==> src/rtl/alu_issue_ctrl_pkg.sv <==
// Shared definitions for the ALU decode/issue controller: ALU opcodes,
// instruction op/funct codes, instruction field positions and FSM states.
package alu_issue_ctrl_pkg;

    // ALU opcodes (5-bit)
    localparam logic [4:0] ALU_ADD  = 5'd0;
    localparam logic [4:0] ALU_SUB  = 5'd1;
    localparam logic [4:0] ALU_ADDI = 5'd2;
    localparam logic [4:0] ALU_SUBI = 5'd3;
    localparam logic [4:0] ALU_AND  = 5'd4;
    localparam logic [4:0] ALU_OR   = 5'd5;
    localparam logic [4:0] ALU_SLL  = 5'd6;
    localparam logic [4:0] ALU_SRL  = 5'd7;
    localparam logic [4:0] ALU_J    = 5'd8;
    localparam logic [4:0] ALU_SLT  = 5'd9;
    localparam logic [4:0] ALU_LW   = 5'd10;
    localparam logic [4:0] ALU_SW   = 5'd11;
    localparam logic [4:0] ALU_ANDI = 5'd12;
    localparam logic [4:0] ALU_SLTI = 5'd13;

    // Primary opcodes
    localparam logic [5:0] OP_RTYPE = 6'h00;
    localparam logic [5:0] OP_J     = 6'h02;
    localparam logic [5:0] OP_ADDI  = 6'h08;
    localparam logic [5:0] OP_SUBI  = 6'h09;
    localparam logic [5:0] OP_SLTI  = 6'h0A;
    localparam logic [5:0] OP_ANDI  = 6'h0C;
    localparam logic [5:0] OP_LW    = 6'h23;
    localparam logic [5:0] OP_SW    = 6'h2B;

    // R-type function codes
    localparam logic [5:0] FN_SLL = 6'h00;
    localparam logic [5:0] FN_SRL = 6'h02;
    localparam logic [5:0] FN_ADD = 6'h20;
    localparam logic [5:0] FN_SUB = 6'h22;
    localparam logic [5:0] FN_AND = 6'h24;
    localparam logic [5:0] FN_OR  = 6'h25;
    localparam logic [5:0] FN_SLT = 6'h2A;

    // Instruction field bit positions
    localparam int unsigned OP_MSB    = 31;
    localparam int unsigned OP_LSB    = 26;
    localparam int unsigned RS_MSB    = 25;
    localparam int unsigned RS_LSB    = 21;
    localparam int unsigned RT_MSB    = 20;
    localparam int unsigned RT_LSB    = 16;
    localparam int unsigned RD_MSB    = 15;
    localparam int unsigned RD_LSB    = 11;
    localparam int unsigned FN_MSB    = 5;
    localparam int unsigned FN_LSB    = 0;
    localparam int unsigned IMM_MSB   = 15;
    localparam int unsigned IMM_LSB   = 0;
    localparam int unsigned JTGT_MSB  = 25;

    typedef enum logic [1:0] {
        StIdle = 2'd0,
        StExec = 2'd1,
        StMem  = 2'd2,
        StWb   = 2'd3
    } issue_state_e;

    function automatic logic [31:0] sext16(input logic [15:0] imm);
        return {{16{imm[15]}}, imm};
    endfunction

    function automatic logic [31:0] zext16(input logic [15:0] imm);
        return {16'h0000, imm};
    endfunction

endpackage

==> src/rtl/alu_issue_decode.sv <==
// Combinational instruction decoder: op/funct -> ALU opcode, immediate
// extension, destination select and instruction class flags.
module alu_issue_decode
    import alu_issue_ctrl_pkg::*;
(
    input  logic [5:0]  i_op,
    input  logic [5:0]  i_funct,
    input  logic [4:0]  i_rt,
    input  logic [4:0]  i_rd,
    input  logic [15:0] i_imm,
    output logic [4:0]  o_opc,
    output logic [31:0] o_imm,
    output logic        o_use_imm,
    output logic [4:0]  o_dest,
    output logic        o_is_mem,
    output logic        o_is_store,
    output logic        o_is_jump,
    output logic        o_illegal
);

    // Decode table; anything not listed is flagged illegal
    always_comb begin
        o_opc      = ALU_ADD;
        o_imm      = '0;
        o_use_imm  = 1'b0;
        o_dest     = i_rd;
        o_is_mem   = 1'b0;
        o_is_store = 1'b0;
        o_is_jump  = 1'b0;
        o_illegal  = 1'b0;
        unique case (i_op)
            OP_RTYPE: begin
                unique case (i_funct)
                    FN_ADD:  o_opc = ALU_ADD;
                    FN_SUB:  o_opc = ALU_SUB;
                    FN_AND:  o_opc = ALU_AND;
                    FN_OR:   o_opc = ALU_OR;
                    FN_SLL:  o_opc = ALU_SLL;
                    FN_SRL:  o_opc = ALU_SRL;
                    FN_SLT:  o_opc = ALU_SLT;
                    default: o_illegal = 1'b1;
                endcase
            end
            OP_ADDI: begin
                o_opc     = ALU_ADDI;
                o_imm     = sext16(i_imm);
                o_use_imm = 1'b1;
                o_dest    = i_rt;
            end
            OP_SUBI: begin
                o_opc     = ALU_SUBI;
                o_imm     = sext16(i_imm);
                o_use_imm = 1'b1;
                o_dest    = i_rt;
            end
            OP_ANDI: begin
                o_opc     = ALU_ANDI;
                o_imm     = zext16(i_imm);
                o_use_imm = 1'b1;
                o_dest    = i_rt;
            end
            OP_SLTI: begin
                o_opc     = ALU_SLTI;
                o_imm     = sext16(i_imm);
                o_use_imm = 1'b1;
                o_dest    = i_rt;
            end
            OP_LW: begin
                o_opc     = ALU_LW;
                o_imm     = sext16(i_imm);
                o_use_imm = 1'b1;
                o_dest    = i_rt;
                o_is_mem  = 1'b1;
            end
            OP_SW: begin
                o_opc      = ALU_SW;
                o_imm      = sext16(i_imm);
                o_use_imm  = 1'b1;
                o_dest     = i_rt;
                o_is_mem   = 1'b1;
                o_is_store = 1'b1;
            end
            OP_J: begin
                o_opc     = ALU_J;
                o_is_jump = 1'b1;
            end
            default: o_illegal = 1'b1;
        endcase
    end

endmodule

==> src/rtl/alu_issue_ctrl.sv <==
// Multi-cycle decode/issue controller for the 5-bit-opcode ALU.
// Sequence per instruction: IDLE -> EXEC -> (MEM) -> WB -> IDLE.
// Optional macro ISSUE_STALL_CNT_EN adds o_stall_cnt, a saturating count of
// MEM cycles spent waiting for mem_ack.
module alu_issue_ctrl
    import alu_issue_ctrl_pkg::*;
#(
    parameter int unsigned DATA_W = 32,
    parameter int unsigned REG_AW = 5
) (
    input  logic              i_clk,
    input  logic              i_rst,
    input  logic              i_instr_valid,
    output logic              o_instr_ready,
    input  logic [31:0]       i_instr,
    output logic [REG_AW-1:0] o_rs_addr,
    output logic [REG_AW-1:0] o_rt_addr,
    input  logic [DATA_W-1:0] i_rs_data,
    input  logic [DATA_W-1:0] i_rt_data,
    output logic [DATA_W-1:0] o_alu_inp1,
    output logic [DATA_W-1:0] o_alu_inp2,
    output logic [4:0]        o_alu_opc,
    input  logic [DATA_W-1:0] i_alu_out,
    output logic              o_mem_req,
    output logic              o_mem_we,
    output logic [DATA_W-1:0] o_mem_addr,
    output logic [DATA_W-1:0] o_mem_wdata,
    input  logic [DATA_W-1:0] i_mem_rdata,
    input  logic              i_mem_ack,
    output logic              o_wb_en,
    output logic [REG_AW-1:0] o_wb_addr,
    output logic [DATA_W-1:0] o_wb_data,
    output logic              o_jmp_valid,
    output logic [DATA_W-1:0] o_jmp_target,
`ifdef ISSUE_STALL_CNT_EN
    output logic [31:0]       o_stall_cnt,
`endif
    output logic              o_illegal
);

    issue_state_e      r_state;
    issue_state_e      w_state_d;
    logic [31:0]       r_instr;
    logic [DATA_W-1:0] r_result;     // ALU result, replaced by load data on lw
    logic [DATA_W-1:0] r_store_data;

    logic [4:0]  w_opc;
    logic [31:0] w_imm;
    logic        w_use_imm;
    logic [4:0]  w_dest;
    logic        w_is_mem;
    logic        w_is_store;
    logic        w_is_jump;
    logic        w_illegal;

    alu_issue_decode u_decode (
        .i_op       (r_instr[OP_MSB:OP_LSB]),
        .i_funct    (r_instr[FN_MSB:FN_LSB]),
        .i_rt       (r_instr[RT_MSB:RT_LSB]),
        .i_rd       (r_instr[RD_MSB:RD_LSB]),
        .i_imm      (r_instr[IMM_MSB:IMM_LSB]),
        .o_opc      (w_opc),
        .o_imm      (w_imm),
        .o_use_imm  (w_use_imm),
        .o_dest     (w_dest),
        .o_is_mem   (w_is_mem),
        .o_is_store (w_is_store),
        .o_is_jump  (w_is_jump),
        .o_illegal  (w_illegal)
    );

    // State register and datapath capture registers
    always_ff @(posedge i_clk) begin
        if (i_rst) begin
            r_state      <= StIdle;
            r_instr      <= '0;
            r_result     <= '0;
            r_store_data <= '0;
        end else begin
            r_state <= w_state_d;
            if (r_state == StIdle && i_instr_valid) begin
                r_instr <= i_instr;
            end
            if (r_state == StExec) begin
                r_result     <= i_alu_out;
                r_store_data <= i_rt_data;
            end
            if (r_state == StMem && i_mem_ack && !w_is_store) begin
                r_result <= i_mem_rdata;
            end
        end
    end

    // Next-state and outputs; every output is zero outside the phase that owns it
    always_comb begin
        w_state_d     = r_state;
        o_instr_ready = 1'b0;
        o_rs_addr     = '0;
        o_rt_addr     = '0;
        o_alu_inp1    = '0;
        o_alu_inp2    = '0;
        o_alu_opc     = '0;
        o_mem_req     = 1'b0;
        o_mem_we      = 1'b0;
        o_mem_addr    = '0;
        o_mem_wdata   = '0;
        o_wb_en       = 1'b0;
        o_wb_addr     = '0;
        o_wb_data     = '0;
        o_jmp_valid   = 1'b0;
        o_jmp_target  = '0;
        o_illegal     = 1'b0;
        unique case (r_state)
            StIdle: begin
                o_instr_ready = 1'b1;
                if (i_instr_valid) begin
                    w_state_d = StExec;
                end
            end
            StExec: begin
                o_rs_addr = r_instr[RS_MSB:RS_LSB];
                o_rt_addr = r_instr[RT_MSB:RT_LSB];
                if (!w_illegal) begin
                    o_alu_inp1 = i_rs_data;
                    o_alu_opc  = w_opc;
                    if (w_use_imm) begin
                        o_alu_inp2 = w_imm;
                    end else if (!w_is_jump) begin
                        o_alu_inp2 = i_rt_data;
                    end
                end
                w_state_d = w_is_mem ? StMem : StWb;
            end
            StMem: begin
                o_mem_req   = 1'b1;
                o_mem_we    = w_is_store;
                o_mem_addr  = r_result;
                o_mem_wdata = r_store_data;
                if (i_mem_ack) begin
                    w_state_d = StWb;
                end
            end
            StWb: begin
                // Reset is synchronous, so gate the strobes combinationally
                if (!i_rst) begin
                    if (w_illegal) begin
                        o_illegal = 1'b1;
                    end else if (w_is_jump) begin
                        o_jmp_valid  = 1'b1;
                        o_jmp_target = {6'b0, r_instr[JTGT_MSB:0]};
                    end else if (!w_is_store && w_dest != '0) begin
                        o_wb_en   = 1'b1;
                        o_wb_addr = w_dest;
                        o_wb_data = r_result;
                    end
                end
                w_state_d = StIdle;
            end
            default: w_state_d = StIdle;
        endcase
    end

`ifdef ISSUE_STALL_CNT_EN
    logic [31:0] r_stall_cnt;

    // Saturating count of MEM cycles waiting on mem_ack
    always_ff @(posedge i_clk) begin
        if (i_rst) begin
            r_stall_cnt <= '0;
        end else if (r_state == StMem && !i_mem_ack && r_stall_cnt != 32'hFFFF_FFFF) begin
            r_stall_cnt <= r_stall_cnt + 32'd1;
        end
    end

    assign o_stall_cnt = r_stall_cnt;
`endif

endmodule

==> config.mk <==
export PLATFORM = sky130hd
export DESIGN_NAME = alu_issue_ctrl
export DESIGN_NICKNAME = d
export VERILOG_FILES = /design/src/rtl/alu_issue_ctrl_pkg.sv /design/src/rtl/alu_issue_decode.sv /design/src/rtl/alu_issue_ctrl.sv
export SDC_FILE = /design/constraint.sdc
export NUM_CORES = 1
export LEC_CHECK = 0
export ABC_AREA = 1
export ABC_CLOCK_PERIOD_IN_PS = 2400
export BUFFER_PORTS_ARGS = -buffer_cell sky130_fd_sc_hd__buf_2
export CORE_AREA = 2 2 150 152
export DETAILED_ROUTE_END_ITERATION = 10
export DIE_AREA = 0 0 152 154
export PLACE_DENSITY = 0.6
export RECOVER_POWER = 50
export SYNTH_ARGS = -nofsm -noshare
export SYNTH_HDL_FRONTEND = slang
export SYNTH_SLANG_ARGS = --single-unit
==> constraint.sdc <==
create_clock -name i_clk -period 2.4 [get_ports i_clk]
set_clock_uncertainty 0.2 [all_clocks]
set_input_delay 0.48 -clock i_clk [delete_from_list [all_inputs] [get_ports i_clk]]
set_output_delay 0.48 -clock i_clk [all_outputs]
set_load 0.05 [all_outputs]
==> metrics.txt <==
share of cells above drive strength 1 0.589; vias 7955; GRT overflow 0; Post-synth top cells nor2_1 (217), inv_1 (180), nand2_1 (168), dfxtp_1 (98), a21oi_1 (86); nets approximately 1600; f_max about 340 MHz; Critical Path AT around 2.2 ns; Crit. Startpoint r_state[1]$_SDFFE_PP0P_; met2 Resource Use GR 0.424; Top Ports 382; crit path time final 2.92 ns; standard-cell rows 54; CTS Hold Bufs 0; Yosys top cell by area dfxtp_1; VDD IR max 0.513 mV; worst min path class in -> reg; H-Tree Depth 3; vias in the first global route 8158; HPWL Detailed between 15000 and 20000 um; cells along the critical path ha_2 > inv_1 > or2_4 > inv_2 > nand3_1 > nand3b_1 > o21bai_4 > buf_6 > buf_12 > buf_16 > nor2_4 > buf_6; pre-CTS setup slack -0.261 ns; Critical Path Slowest Stage Cell dfxtp_2; vias per cell 4.70; DRC violations left 0; DR pass1 iterations 4; Post-synth EDFFs 0; CTS tree yes; Leak 5.50 nW; WL final 27700 um; Routed Antenna Nets 0; initial antenna violation count 0; Setup crit end kind output pin; cell with the most instances after synthesis nor2_1; cell area after synthesis 5940 um2; Final WS setup -0.522 ns; clk slew on worst S/H paths around 0.08 ns; total CTS buffers 9; I/O Buffers between 300 and 400; synthesized flop and latch total between 90 and 100; most used cell, CP buf_6; post-route insts no fill around 1700; Ant. Diodes 0; synth-to-layout area growth 114%; CP Max Fanout 8; full die area between 20000 and 25000 um2; Yosys warnings 0; critical path launch point type flop; pin slew with the least headroom to its limit approximately 1.1 ns; critical path class reg -> out; status finished with violations; final hold vios 0; Critical Path RT roughly 1.7 ns; core area 21700 um2; failing checks negative setup slack; # placed instances 1637; asr flop ratio synth 0; post-synthesis cell count a little under 1000; clk sink count 98; routability-driven placement congestion ratio approximately 0.86; register area share after synthesis 0.330; Main synth FF type dfxtp_1; CP max stage delay approximately 0.34 ns; total global-route track usage 0.230; largest net degree at the start of global routing 65; syn_area_per_cell roughly 6.1 um2; clock tree buffer depth 2; Pins Over Slew Limit 0; Clock Latency Late Sink ~0.35 ns; Relative slew margins 0.250; Area contributors post-synth dfxtp_1 (33%), nor2_1 (14%), inv_1 (11%); Root Driver clkbuf_16; GR peak layer met2; Die Width ~150 um; Hold Startpoint i_instr[28]; post-synth top area share 0.330; Top Family by Delay on Critical Path buffers and inverters; Worst R2R Start r_state[1]$_SDFFE_PP0P_; Initial Utilization 0.274; first-pass GRT wire length 43300 um; Buf+Inv Stages, Crit Path 6; Setup-failing EPs final between 100 and 150; die height roughly 150 um; Tcrit/Tclk final 1.22; RSZ-0062 raised after global routing yes; drt wl/cell around 16 um; grt met1 use 0.254; P per Cell Area 916 nW/um2; met3 Usage GRT 0.0578; DR iter-0 viols about 330; Max Cap Violations 0; synth unique cells 32; fin util 0.585
state kept, by name (all words and copies together) (netlist names):
signal / count
r_state: 2
r_store_data: 32
r_result: 32
r_instr: 32
final cells by class:
cell class | count | area [um2]
inverter | 183 | 931
clock inverter | 7 | 81.3
fill | 1896 | 9000
multi-input combinational | 628 | 4480
sequential | 98 | 1980
timing repair buffer | 486 | 4640
tap | 280 | 350
clock buffer | 9 | 225
per-layer routing:
layer / routed length [um] / up-vias
met5: 0 / -
met1: 10400 / 3718
met3: 1880 / 40
met2: 14500 / 323
met4: 962 / 0
li1: - / 3874
stage by stage:
stage / setup TNS [ns] / hold WS [ns] / area (um2) / total power (W)
global placement: -16.34 / 0.249 / 9960 / 0.00821
detailed placement: -22.42 / 0.254 / 9960 / 0.00826
global route: -68.71 / 0.178 / 12700 / 0.0123
finish: -50.00 / 0.188 / 12700 / 0.0116
CTS: -50.95 / 0.169 / 12400 / 0.0114
floorplan: -16.13 / 0.240 / 7220 / 0.00648
report_power, final:
part           internal [W]  switching, W  leakage (nW)
clock              0.000829      0.000709         0.153
sequential          0.00208      0.000361         0.810
combinational       0.00286       0.00479          4.54
total               0.00577       0.00586          5.50
worst min-delay path, cell delays in order:
cell     delay [ns]
buf_2          0.10
nand3_1        0.07
a21oi_1        0.06
cell families after synthesis:
group / synth area share
DFF: 0.330
adders and majority gates: 0.00843
other: 0.000632
and+or+nand+nor: 0.302
AOI/OAI and AO/OA: 0.186
buffers and inverters: 0.173
final timing paths:
check / end / slack [ns] / cells after the start
worst max-delay path: o_wb_data[23] / -0.52 / 12
worst min-delay path: r_instr[28]$_SDFFE_PP0P_ / 0.19 / 3
worst max register to register: r_store_data[19]$_SDFFE_PP0P_ / 0.09 / 7
worst min register to register: r_store_data[18]$_SDFFE_PP0P_ / 0.27 / 2
cell usage in the layout (no fill, tap or decap), types with 3 or more instances in the layout:
cell and instances:
nand3_1 20, a211oi_1 64, dfxtp_1 86, nand4_1 5, conb_1 7, dfxtp_2 9, nand2_1 94, a21oi_1 69
buf_2 167, nor2_1 98, nand3_4 6, inv_6 3, a22oi_1 15, buf_16 11, nand3_2 3, buf_6 160
buf_8 29, o21ai_0 3, inv_2 10, dfxtp_4 3, clkinvlp_4 61, clkbuf_1 3, buf_12 28, nor2_2 13
nand2_2 49, inv_1 109, nor2_4 118, a21oi_2 5, nand2_4 27, a21oi_4 12, buf_4 79, clkbuf_16 11
clkbuf_4 5
repair_timing:
item / 4_1_cts / 5_1_grt
setup endpoints to repair: 209 / 205
resized for setup: 512 / 88
pin swaps: 18 / 23
buffers inserted: 28 / 1
cloned: 12 / 2
(Power assumes the default switching activity.)
